`config.mk`:
```
export PLATFORM = sky130hd
export DESIGN_NAME = divu_iter
export DESIGN_NICKNAME = d
export VERILOG_FILES = /design/src/rtl/div_pkg.sv /design/src/rtl/div_step.sv /design/src/rtl/divu_iter.sv
export SDC_FILE = /design/constraint.sdc
export NUM_CORES = 1
export LEC_CHECK = 0
export CAP_MARGIN = 40
export CORE_AREA = 4 4 122 183
export CTS_BUF_LIST = sky130_fd_sc_hd__clkbuf_4 sky130_fd_sc_hd__clkbuf_8
export CTS_CLUSTER_SIZE = 12
export DETAILED_ROUTE_END_ITERATION = 8
export DIE_AREA = 0 0 126 187
export GPL_TIMING_DRIVEN = 0
export PLACE_DENSITY_LB_ADDON = 0.05
export SYNTH_ARGS = -nofsm -noshare
export SYNTH_HDL_FRONTEND = slang
export SYNTH_SLANG_ARGS = --single-unit
```
`constraint.sdc`:
```
create_clock -name clk -period 7.89 [get_ports clk]
set_clock_uncertainty 0.15 [all_clocks]
set_input_delay 1.1835 -clock clk [delete_from_list [all_inputs] [get_ports clk]]
set_output_delay 1.1835 -clock clk [all_outputs]
set_load 0.05 [all_outputs]
```
`src/rtl/div_pkg.sv`:
```
// div_pkg: shared width default, counter width and FSM encoding for the iterative divider.
package div_pkg;
    localparam int DIV_WIDTH = 32;
    localparam int CNT_W = $clog2(DIV_WIDTH);
    typedef enum logic [1:0] {IDLE, CALC, FINISH} state_e;
endpackage

```
`src/rtl/div_step.sv`:
```
// div_step: one restoring-division iteration built around an unsigned less-than compare.
module div_step #(
    parameter int WIDTH = 32
) (
    input  logic [WIDTH:0]   rem,
    input  logic             dvd_msb,
    input  logic [WIDTH-1:0] divisor,
    output logic [WIDTH:0]   next_rem,
    output logic             q_bit
);
    logic [WIDTH:0] sh;
    logic lt;
    // rem[WIDTH] set would make the shifted value exceed any divisor, so it only gates lt
    always_comb begin
        sh       = {rem[WIDTH-1:0], dvd_msb};
        lt       = ~rem[WIDTH] & (sh < {1'b0, divisor});
        q_bit    = ~lt;
        next_rem = lt ? sh : sh - {1'b0, divisor};
    end
endmodule

```
`src/rtl/divu_iter.sv`:
```
// divu_iter: multi-cycle restoring divider for DIV/DIVU/REM/REMU with RISC-V divide-by-zero results.
module divu_iter import div_pkg::*; #(
    parameter int WIDTH = DIV_WIDTH
) (
    input  logic             clk,
    input  logic             rst,
    input  logic             start,
    input  logic             is_signed,
    input  logic [WIDTH-1:0] dividend,
    input  logic [WIDTH-1:0] divisor,
    output logic             busy,
    output logic             done,
    output logic [WIDTH-1:0] quotient,
    output logic [WIDTH-1:0] remainder
);
    localparam int CW = (WIDTH == DIV_WIDTH) ? CNT_W : $clog2(WIDTH);
    localparam logic [CW-1:0] LAST = CW'(WIDTH - 1);
    state_e state_q, state_d;
    logic [CW-1:0] cnt_q, cnt_d;
    logic [WIDTH:0] rem_q, rem_d, step_rem;
    logic [WIDTH-1:0] dvd_q, dvd_d, dsr_q, dsr_d, quo_q, quo_d, rmd_q, rmd_d;
    logic negq_q, negq_d, negr_q, negr_d, dz_q, dz_d, done_q, done_d;
    logic step_q, sign_a, sign_b;

    assign sign_a = is_signed & dividend[WIDTH-1];
    assign sign_b = is_signed & divisor[WIDTH-1];

    div_step #(.WIDTH(WIDTH)) u_step (
        .rem(rem_q),
        .dvd_msb(dvd_q[WIDTH-1]),
        .divisor(dsr_q),
        .next_rem(step_rem),
        .q_bit(step_q)
    );

    always_ff @(posedge clk or posedge rst) begin
        if (rst) begin
            state_q <= IDLE;
            cnt_q   <= '0;
            rem_q   <= '0;
            dvd_q   <= '0;
            dsr_q   <= '0;
            quo_q   <= '0;
            rmd_q   <= '0;
            negq_q  <= 1'b0;
            negr_q  <= 1'b0;
            dz_q    <= 1'b0;
            done_q  <= 1'b0;
        end else begin
            state_q <= state_d;
            cnt_q   <= cnt_d;
            rem_q   <= rem_d;
            dvd_q   <= dvd_d;
            dsr_q   <= dsr_d;
            quo_q   <= quo_d;
            rmd_q   <= rmd_d;
            negq_q  <= negq_d;
            negr_q  <= negr_d;
            dz_q    <= dz_d;
            done_q  <= done_d;
        end
    end

    // dvd_q shifts the dividend out at the top and collects quotient bits at the bottom
    always_comb begin
        state_d = state_q;
        cnt_d   = cnt_q;
        rem_d   = rem_q;
        dvd_d   = dvd_q;
        dsr_d   = dsr_q;
        quo_d   = quo_q;
        rmd_d   = rmd_q;
        negq_d  = negq_q;
        negr_d  = negr_q;
        dz_d    = dz_q;
        done_d  = 1'b0;
        case (state_q)
            IDLE: if (start) begin
                dz_d    = divisor == '0;
                dvd_d   = (sign_a && !dz_d) ? -dividend : dividend;
                dsr_d   = sign_b ? -divisor : divisor;
                negq_d  = sign_a ^ sign_b;
                negr_d  = sign_a;
                rem_d   = '0;
                cnt_d   = '0;
                state_d = dz_d ? FINISH : CALC;
            end
            CALC: begin
                rem_d   = step_rem;
                dvd_d   = {dvd_q[WIDTH-2:0], step_q};
                cnt_d   = cnt_q + 1'b1;
                state_d = (cnt_q == LAST) ? FINISH : CALC;
            end
            FINISH: begin
                quo_d   = dz_q ? '1 : negq_q ? -dvd_q : dvd_q;
                rmd_d   = dz_q ? dvd_q : negr_q ? -rem_q[WIDTH-1:0] : rem_q[WIDTH-1:0];
                done_d  = 1'b1;
                state_d = IDLE;
            end
            default: state_d = IDLE;
        endcase
    end

    always_comb begin
        busy      = state_q != IDLE;
        done      = done_q;
        quotient  = quo_q;
        remainder = rmd_q;
    end
endmodule

```
==> results of run 1 <==
-- metrics by stage --
stage               hold WS (ns)  instances
global route               0.346       1768
finish                     0.330       1768
CTS                        0.339       1768
floorplan                  0.295       1334
global placement           0.305       1735
detailed placement         0.319       1736
-- area by class of cell --
type / instances / area, um^2 / share of cell area (%)
plain buffers: 77 / 318 / 2.38
clock buffers: 20 / 263 / 1.97
clock inverters: 12 / 115 / 0.862
inverters: 50 / 195 / 1.46
multi-input cells: 1035 / 6470 / 48.4
flip-flops and latches: 172 / 4300 / 32.2
well taps: 268 / 335 / 2.51
repair buffers: 134 / 1360 / 10.2
-- worst reg2reg max path, cell delays in order (launching register included) --
cell and delay (ns):
dfrtp_1 0.48, inv_1 0.21, ha_1 0.21, inv_1 0.06
fa_1 0.42, a211oi_1 0.34, o211ai_1 0.18, a211oi_1 0.44
o21bai_1 0.18, a311oi_1 0.62, o21ai_0 0.37, a2111o_1 0.46
o21ai_0 0.15
-- worst paths after layout --
| check | depth (start not counted) | to |
|---|---|---|
| worst max-delay path | 12 | rem_q[30]$_DFFE_PP0P_ |
| worst min-delay path | 2 | dsr_q[19]$_DFFE_PP0P_ |
| worst max register to register | 12 | rem_q[30]$_DFFE_PP0P_ |
| worst min register to register | 2 | dsr_q[19]$_DFFE_PP0P_ |
| max in group asynchronous | 3 | dsr_q[27]$_DFFE_PP0P_ |
| min in group asynchronous | 2 | done$_DFF_PP0_ |
-- cells in the mapped netlist, types with 3 or more instances --
master    instances
dfrtp_1         172
o21ai_0         171
nand2_1         157
a21oi_1         109
nor2_1          107
xor2_1           95
clkbuf_1         63
inv_1            50
xnor2_1          50
ha_1             38
mux2i_1          29
a22oi_1          28
nand3_1          26
o31ai_1          26
a21o_1           18
o41ai_1          16
o21ai_1          13
or4_1            11
and3_1           10
nor4_1           10
or3_1            10
nor2b_1           9
nor3_1            9
nand2b_1          8
a32oi_1           7
nand4_1           6
o211ai_1          6
a211oi_1          5
and2_1            5
buf_1             5
buf_2             5
o21a_1            5
or4_4             4
a31oi_1           3
or2_2             3
-- metal layers --
metal  vias up  share of wire (%)  GRT usage, %
li1       5020                  -             -
met1      4809                 39          30.5
met2       303                 53          49.6
met3        86                4.7          4.77
met4         0                3.9          12.7
met5         -                  0             0
-- sequential cells by signal, indices dropped and copies added (netlist names) --
signal,flops
state_q,2
negq_q,1
dz_q,1
done,1
remainder,32
quotient,32
negr_q,1
dvd_q,32
rem_q,33
cnt_q,5
dsr_q,32
-- cell families after synthesis --
| kind of cell | after synthesis |
|---|---|
| AOI/OAI and AO/OA | 430 |
| and+or+nand+nor | 391 |
| DFF | 172 |
| xor gates and xnor gates | 145 |
| buffers and inverters | 127 |
| adders and majority gates | 39 |
| muxes | 30 |
-- report_power, final --
part | total (mW) | switching [mW] | internal [mW]
registers | 1.58 | 0.384 | 1.20
logic | 3.21 | 1.85 | 1.36
clock network | 0.613 | 0.347 | 0.266
total | 5.41 | 2.58 | 2.83
==> metrics.md, run 1 <==
| Metric | Value |
|---|---|
| Outcome | completed |
| VDD IR max | approximately 0.00015 V |
| DR WL/cell | roughly 18 um |
| Kind of critical path | reg2reg |
| Crit path largest cell delay | 0.62 ns |
| Die height | 187 um |
| Commonest non-fill, non-tap cells in the layout | 172 x dfrtp_1, 171 x o21ai_0, 157 x nand2_1 |
| Post-synth top area cell | dfrtp_1 |
| Starting Density | 54.2% |
| R2R Setup Slk | 3.54 ns |
| Rows | 65 |
| Via total after detailed routing | between 10000 and 15000 |
| Crit share post-route | between 50% and 60% |
| Post-synthesis xor/xnor area fraction | 11.3% |
| Largest net degree at the start of global routing | around 100 |
| Simple-gate share of the synthesized area | ~16% |
| Post-layout min period | around 4.3 ns |
| Final setup violation count | 0 |
| Die ar. | 0.0236 mm^2 |
| DRT antenna net count | 0 |
| Core ar. | ~0.021 mm^2 |
| Worst hold start | dsr_q[19]$_DFFE_PP0P_ |
| Starting DRT DRC Count | ~740 |
| DIE WIDTH | between 100 and 150 um |
| CTS Buf Count | 17 |
| Crit. End Element | flip-flop |
| Worst slew pin tran | 0.827 ns |
| Area contributors post-synth | dfrtp_1 38%, o21ai_0 7.6%, xor2_1 7.4% |
| Hpwl dp | 25100 um |
| Crit-path slowest cell | a311oi_1 |
| Final hold violations | 0 |
| Fin. max-slew vios | 0 |
| FFs w/ async S/R, synth | 100% |
| Min-Delay Path Class | reg2reg |
| Global-route wire length before repair | a little over 50000 um |
| Share of layout cells above drive strength 1 | 4.40% |
| Gr usage total | 27.2% |
| Power, Total | roughly 5.4 mW |
| Crit path cell chain | inv_1 > ha_1 > inv_1 > fa_1 > a211oi_1 > o211ai_1 > a211oi_1 > o21bai_1 > a311oi_1 > o21ai_0 > a2111o_1 > o21ai_0 |
| Final WS setup | approximately 3.5 ns |
| YS warnings | 0 |
| Max Cap Viol | 0 |
| PwrDens | 405 mW/mm^2 |
| Arr. time, crit path | between 4 and 5 ns |
| I/O Pins | 134 |
| Worst-path clk slew | around 0.090 ns |
| Grt ovf | 0 |
| Hold_buf cts | 0 |
| Final core utilization | 64.2% |
| Setup bufs post-CTS | 0 |
| Antenna violations before repair | 0 |
| Synth unique cells | a little under 70 |
| Post-synth EDFFs | 0 |
| Worst skew pair latency | roughly 0.5 ns |
| CTS tree | built |
| Critical R2R Launch | dvd_q[31]$_DFFE_PP0P_ |
| Vias in the first global route | a little over 10000 |
| Final #Nets | between 1500 and 2000 |
| Placed inst area | 0.0130 mm^2 |
| Post-Syn Area | between 0.01 and 0.015 mm^2 |
| Sequential area share after synthesis | a little under two fifths |
| Synthesized Nets | roughly 1400 |
| Peak fanout along the critical path | 4 |
| Leakage power | 5.59 nW |
| Post-Layout Inst Area | 0.0134 mm^2 |
| Final wirelength | roughly 32000 um |
| RSZ-0062 raised after global routing | no |
| Cell family with most CP delay | compound AO/OA/AOI/OAI gates |
| Worst path required time | between 8 and 9 ns |
| Fmax | 0.230 GHz |
| Layout area overhead | 18.4% |
| Post-Syn Instances | between 1000 and 1500 |
| Sink Count | roughly 170 |
| # resized after CTS | 0 |
| CTS Buffer Depth | 2 |
| First-pass iteration count of the detailed router | 7 |
| Gp weighted congestion | 0.912 |
| Pre-CTS WS | approximately 3.4 ns |
| Setup TNS | 0 ns |
| Number of fill cells | between 1500 and 2000 |
| Syn Area/Cell | ~8.5 um^2 |
| Mux cell area share after synthesis | around 2.7% |
| Slew HR | between 40% and 50% |
| Compound-Gate Fraction of Synth Area | 22.9% |
| Clock root buffer | clkbuf_8 |
| Port bufs | around 130 |
| Adder and majority cell fraction of the synthesized area | 4.39% |
| Setup crit start | dvd_q[31]$_DFFE_PP0P_ |
| Post-synth top area share | between 30% and 40% |
| Vias/cell | 5.78 |
| DRC | 0 |
| Flops & latches, synth | 172 |
| CP bufs+invs | 2 |
| Largest family of logic cells by synthesized area | compound AO/OA/AOI/OAI gates |
| Ant. Diodes | 0 |
| # H-tree levels | 4 |
| Top FF cell, synth | dfrtp_1 |
| Leading cell type in the layout, fill and taps excluded | dfrtp_1 |
| Crit path launch type | flip-flop |
No activity file was read; power rests on OpenSTA's default activity.
==> inputs of run 2 (changes only) <==
- CORE_AREA: 4 4 122 183 -> 4 4 125 186
- DIE_AREA: 0 0 126 187 -> 0 0 129 190
- clock period: 7.89 -> 3.8 ns (I/O delays scaled with it)
==> run 2 against run 1 <==
- sequential share of layout area fell by 0.32 points
- non-clock buffer count increased by 8
- global-route usage shrank 0.95 points
- combinational power up 110%
- final area is 1.0% higher
- critical path type unchanged
==> metrics.md, run 2 (synthesis results as in run 1) <==
| Metric | Value |
|---|---|
| Outcome | completed |
| Vias/cell | 5.68 (-1.7%) |
| Largest net degree at the start of global routing | 35 (-66%) |
| Fmax | 0.275 GHz (+20%) |
| RSZ-0062 raised after global routing | no |
| Switching Share | 47.4% (-0.29 points) |
| Placed cell count | 1744 (+0.46%) |
| Gp weighted congestion | 0.882 (-3.2%) |
| Grt ovf | 0 (unchanged) |
| Worst-path clk slew | 0.09 ns (about the same) |
| Final wirelength | 31900 um (about the same) |
| Final Non-Filler Cells | 1780 (+0.68%) |
| Int Power | 5.95 mW (+110%) |
| Crit path largest cell delay | 0.48 ns (-0.14 ns) |
| Worst slew pin tran | 0.936 ns (+0.109 ns) |
| Layout area overhead | 19.6% |
| Hpwl dp | 25600 um (+2.1%) |
| Sink Count | 172 (unchanged) |
| Post-layout min period | 3.63 ns (-0.716 ns) |
| DRT antenna net count | 0 (unchanged) |
| Core ar. | 0.0216 mm^2 (+3.9%) |
| Port bufs | 133 (unchanged) |
| Rows | 66 (+1.5%) |
| Max Cap Viol | 0 (unchanged) |
| Crit. End Element | flip-flop |
| Leading cell type in the layout, fill and taps excluded | dfrtp_1 |
| Peak fanout along the critical path | 4 (unchanged) |
| Worst path required time | 4.05 ns (-4.11 ns) |
| DR WL/cell | 17.9 um (-0.59%) |
| Min-Delay Path Class | in2async |
| Vias in the first global route | 10000 (-1.2%) |
| R2r endpoint | rem_q[30]$_DFFE_PP0P_ |
| Kind of critical path | reg2reg |
| R2R Setup Slk | 0.17 ns (-3.37 ns) |
| Critical R2R Launch | dvd_q[31]$_DFFE_PP0P_ |
| CTS tree | built |
| Largest register FFs | 33 (unchanged) |
| I/O Pins | 134 (unchanged) |
| Clk network pwr share | 11.0% (-0.3 points) |
| Via total after detailed routing | 10100 (-1.1%) |
| Fin. max-slew vios | 0 (unchanged) |
| Crit-path slowest cell | dfrtp_1 |
| Final #Nets | 1602 (+0.50%) |
| Final hold violations | 0 (unchanged) |
| Die ar. | 0.0245 mm^2 (+4.0%) |
| VDD IR max | 0.000320 V (+110%) |
| Net Switching | 5.37 mW (+110%) |
| DRC | 0 (unchanged) |
| Number of fill cells | 1984 (+2.6%) |
| Largest register by flop count | rem_q |
| Antenna violations before repair | 0 (unchanged) |
| Final setup violation count | 0 (unchanged) |
| DIE WIDTH | 129 um (+2.4%) |
| FF-to-FF path depth | 12 (unchanged) |
| Gr usage total | 26.3% (-0.95 points) |
| Most used cell, CP | a211oi_2 |
| Die height | 190 um (+1.6%) |
| CTS Buf Count | 17 (unchanged) |
| PwrDens | 839 mW/mm^2 (+110%) |
| Share of layout cells above drive strength 1 | 5.50% (+1.1 points) |
| Crit path launch type | flip-flop |
| Ant. Diodes | 0 (unchanged) |
| Starting DRT DRC Count | 616 (-17%) |
| Crit path cell chain | inv_2 > ha_1 > inv_1 > fa_1 > a211oi_2 > o211ai_1 > a211oi_2 > o21bai_1 > a311oi_2 > o21ai_2 > a2111o_1 > o21ai_0 |
| Register share of total power | 29.0% (-0.3 points) |
| Power, Total | 11.3 mW (+110%) |
| Starting Density | 52.1% (-2.0 points) |
| Crit share post-route | 95.6% (+40 points) |
| First-pass iteration count of the detailed router | 5 (-2) |
| # H-tree levels | 4 (unchanged) |
| Worst skew pair latency | 0.48 ns (-0.02 ns) |
| Combinational share of power | 60.0% (+0.6 points) |
| WHS | 0.326 ns (-0.00479 ns) |
| Clock root buffer | clkbuf_8 |
| Final core utilization | 62.4% (-1.8 points) |
| Arr. time, crit path | 3.89 ns (-0.72 ns) |
| Global-route wire length before repair | 50700 um (-1.1%) |
| Commonest non-fill, non-tap cells in the layout | 172 x dfrtp_1, 170 x o21ai_0, 157 x nand2_1 |
| CTS Buffer Depth | 2 (unchanged) |
| Leakage power | 5.65 nW (+1.2%) |
| Slew HR | 36.0% (-7.5 points) |
run 2: timing repair:
item / 4_1_cts / 5_1_grt
hold buffers: 0 / 0
setup endpoints to repair: 18 / 15
resized for setup: 7 / 4
pin swaps: 1 / 3
buffers inserted: 0 / 4
run 2: how the worst max path moves through the flow:
| stage | from | cells after the start | end |
|---|---|---|---|
| floorplan | dvd_q[31]$_DFFE_PP0P_ | 12 | rem_q[30]$_DFFE_PP0P_ |
| global placement | rst | 2 | rem_q[32]$_DFFE_PP0P_ |
| detailed placement | dvd_q[31]$_DFFE_PP0P_ | 12 | rem_q[30]$_DFFE_PP0P_ |
| CTS | dvd_q[31]$_DFFE_PP0P_ | 13 | rem_q[11]$_DFFE_PP0P_ |
| global route | dvd_q[31]$_DFFE_PP0P_ | 12 | rem_q[30]$_DFFE_PP0P_ |
| finish | dvd_q[31]$_DFFE_PP0P_ | 12 | rem_q[30]$_DFFE_PP0P_ |
run 2: layout make-up:
class                      instances  area, um^2  area share, %
buffer                            77         322           2.38
tap                              272         340           2.52
timing repair buffer             142        1460           10.8
sequential                       172        4300           31.9
inverter                          50         191           1.42
clock buffer                      18         248           1.84
multi-input combinational       1035        6500           48.2
clock inverter                    14         121          0.899
run 2: per-layer routing:
metal,routed length (um),global-route usage (%),vias up
li1,-,-,5032
met1,12500,29.0,4772
met2,17300,49.9,243
met3,1230,3.60,61
met4,932,10.0,0
met5,0,0,-
run 2: worst max-delay path: cells and delay by family, from the launching register on:
family / cells / cell delay [ns]
compound gates: 8 / 2.10
fa+ha+maj: 2 / 0.61
flops: 1 / 0.48
buf+inv: 2 / 0.20
run 2: power by group through the flow:
stage | combinational [mW] | clock, mW | sequential, mW
floorplan | 5.00 | 0 | 3.24
global placement | 6.47 | 0 | 3.27
detailed placement | 6.59 | 0 | 3.30
CTS | 6.67 | 1.27 | 3.26
global route | 7.65 | 1.33 | 3.37
finish | 6.79 | 1.25 | 3.28
run 2: through the flow:
| step | setup TNS, ns | instance area, um^2 | worst slack (ns) |
|---|---|---|---|
| finish | 0 | 13500 | 0.168 |
| global route | 0 | 13500 | 0.0120 |
| CTS | 0 | 13400 | 0.0403 |
| detailed placement | -1.91 | 13100 | -0.407 |
| global placement | -88.44 | 13000 | -0.518 |
| floorplan | 0 | 11300 | 0.540 |
==> inputs of run 3 (changes only) <==
- HOLD_SLACK_MARGIN: unset -> 0.12
==> results of run 3 <==
Same layout as run 2: the final DEF is identical, and so are final timing and power.
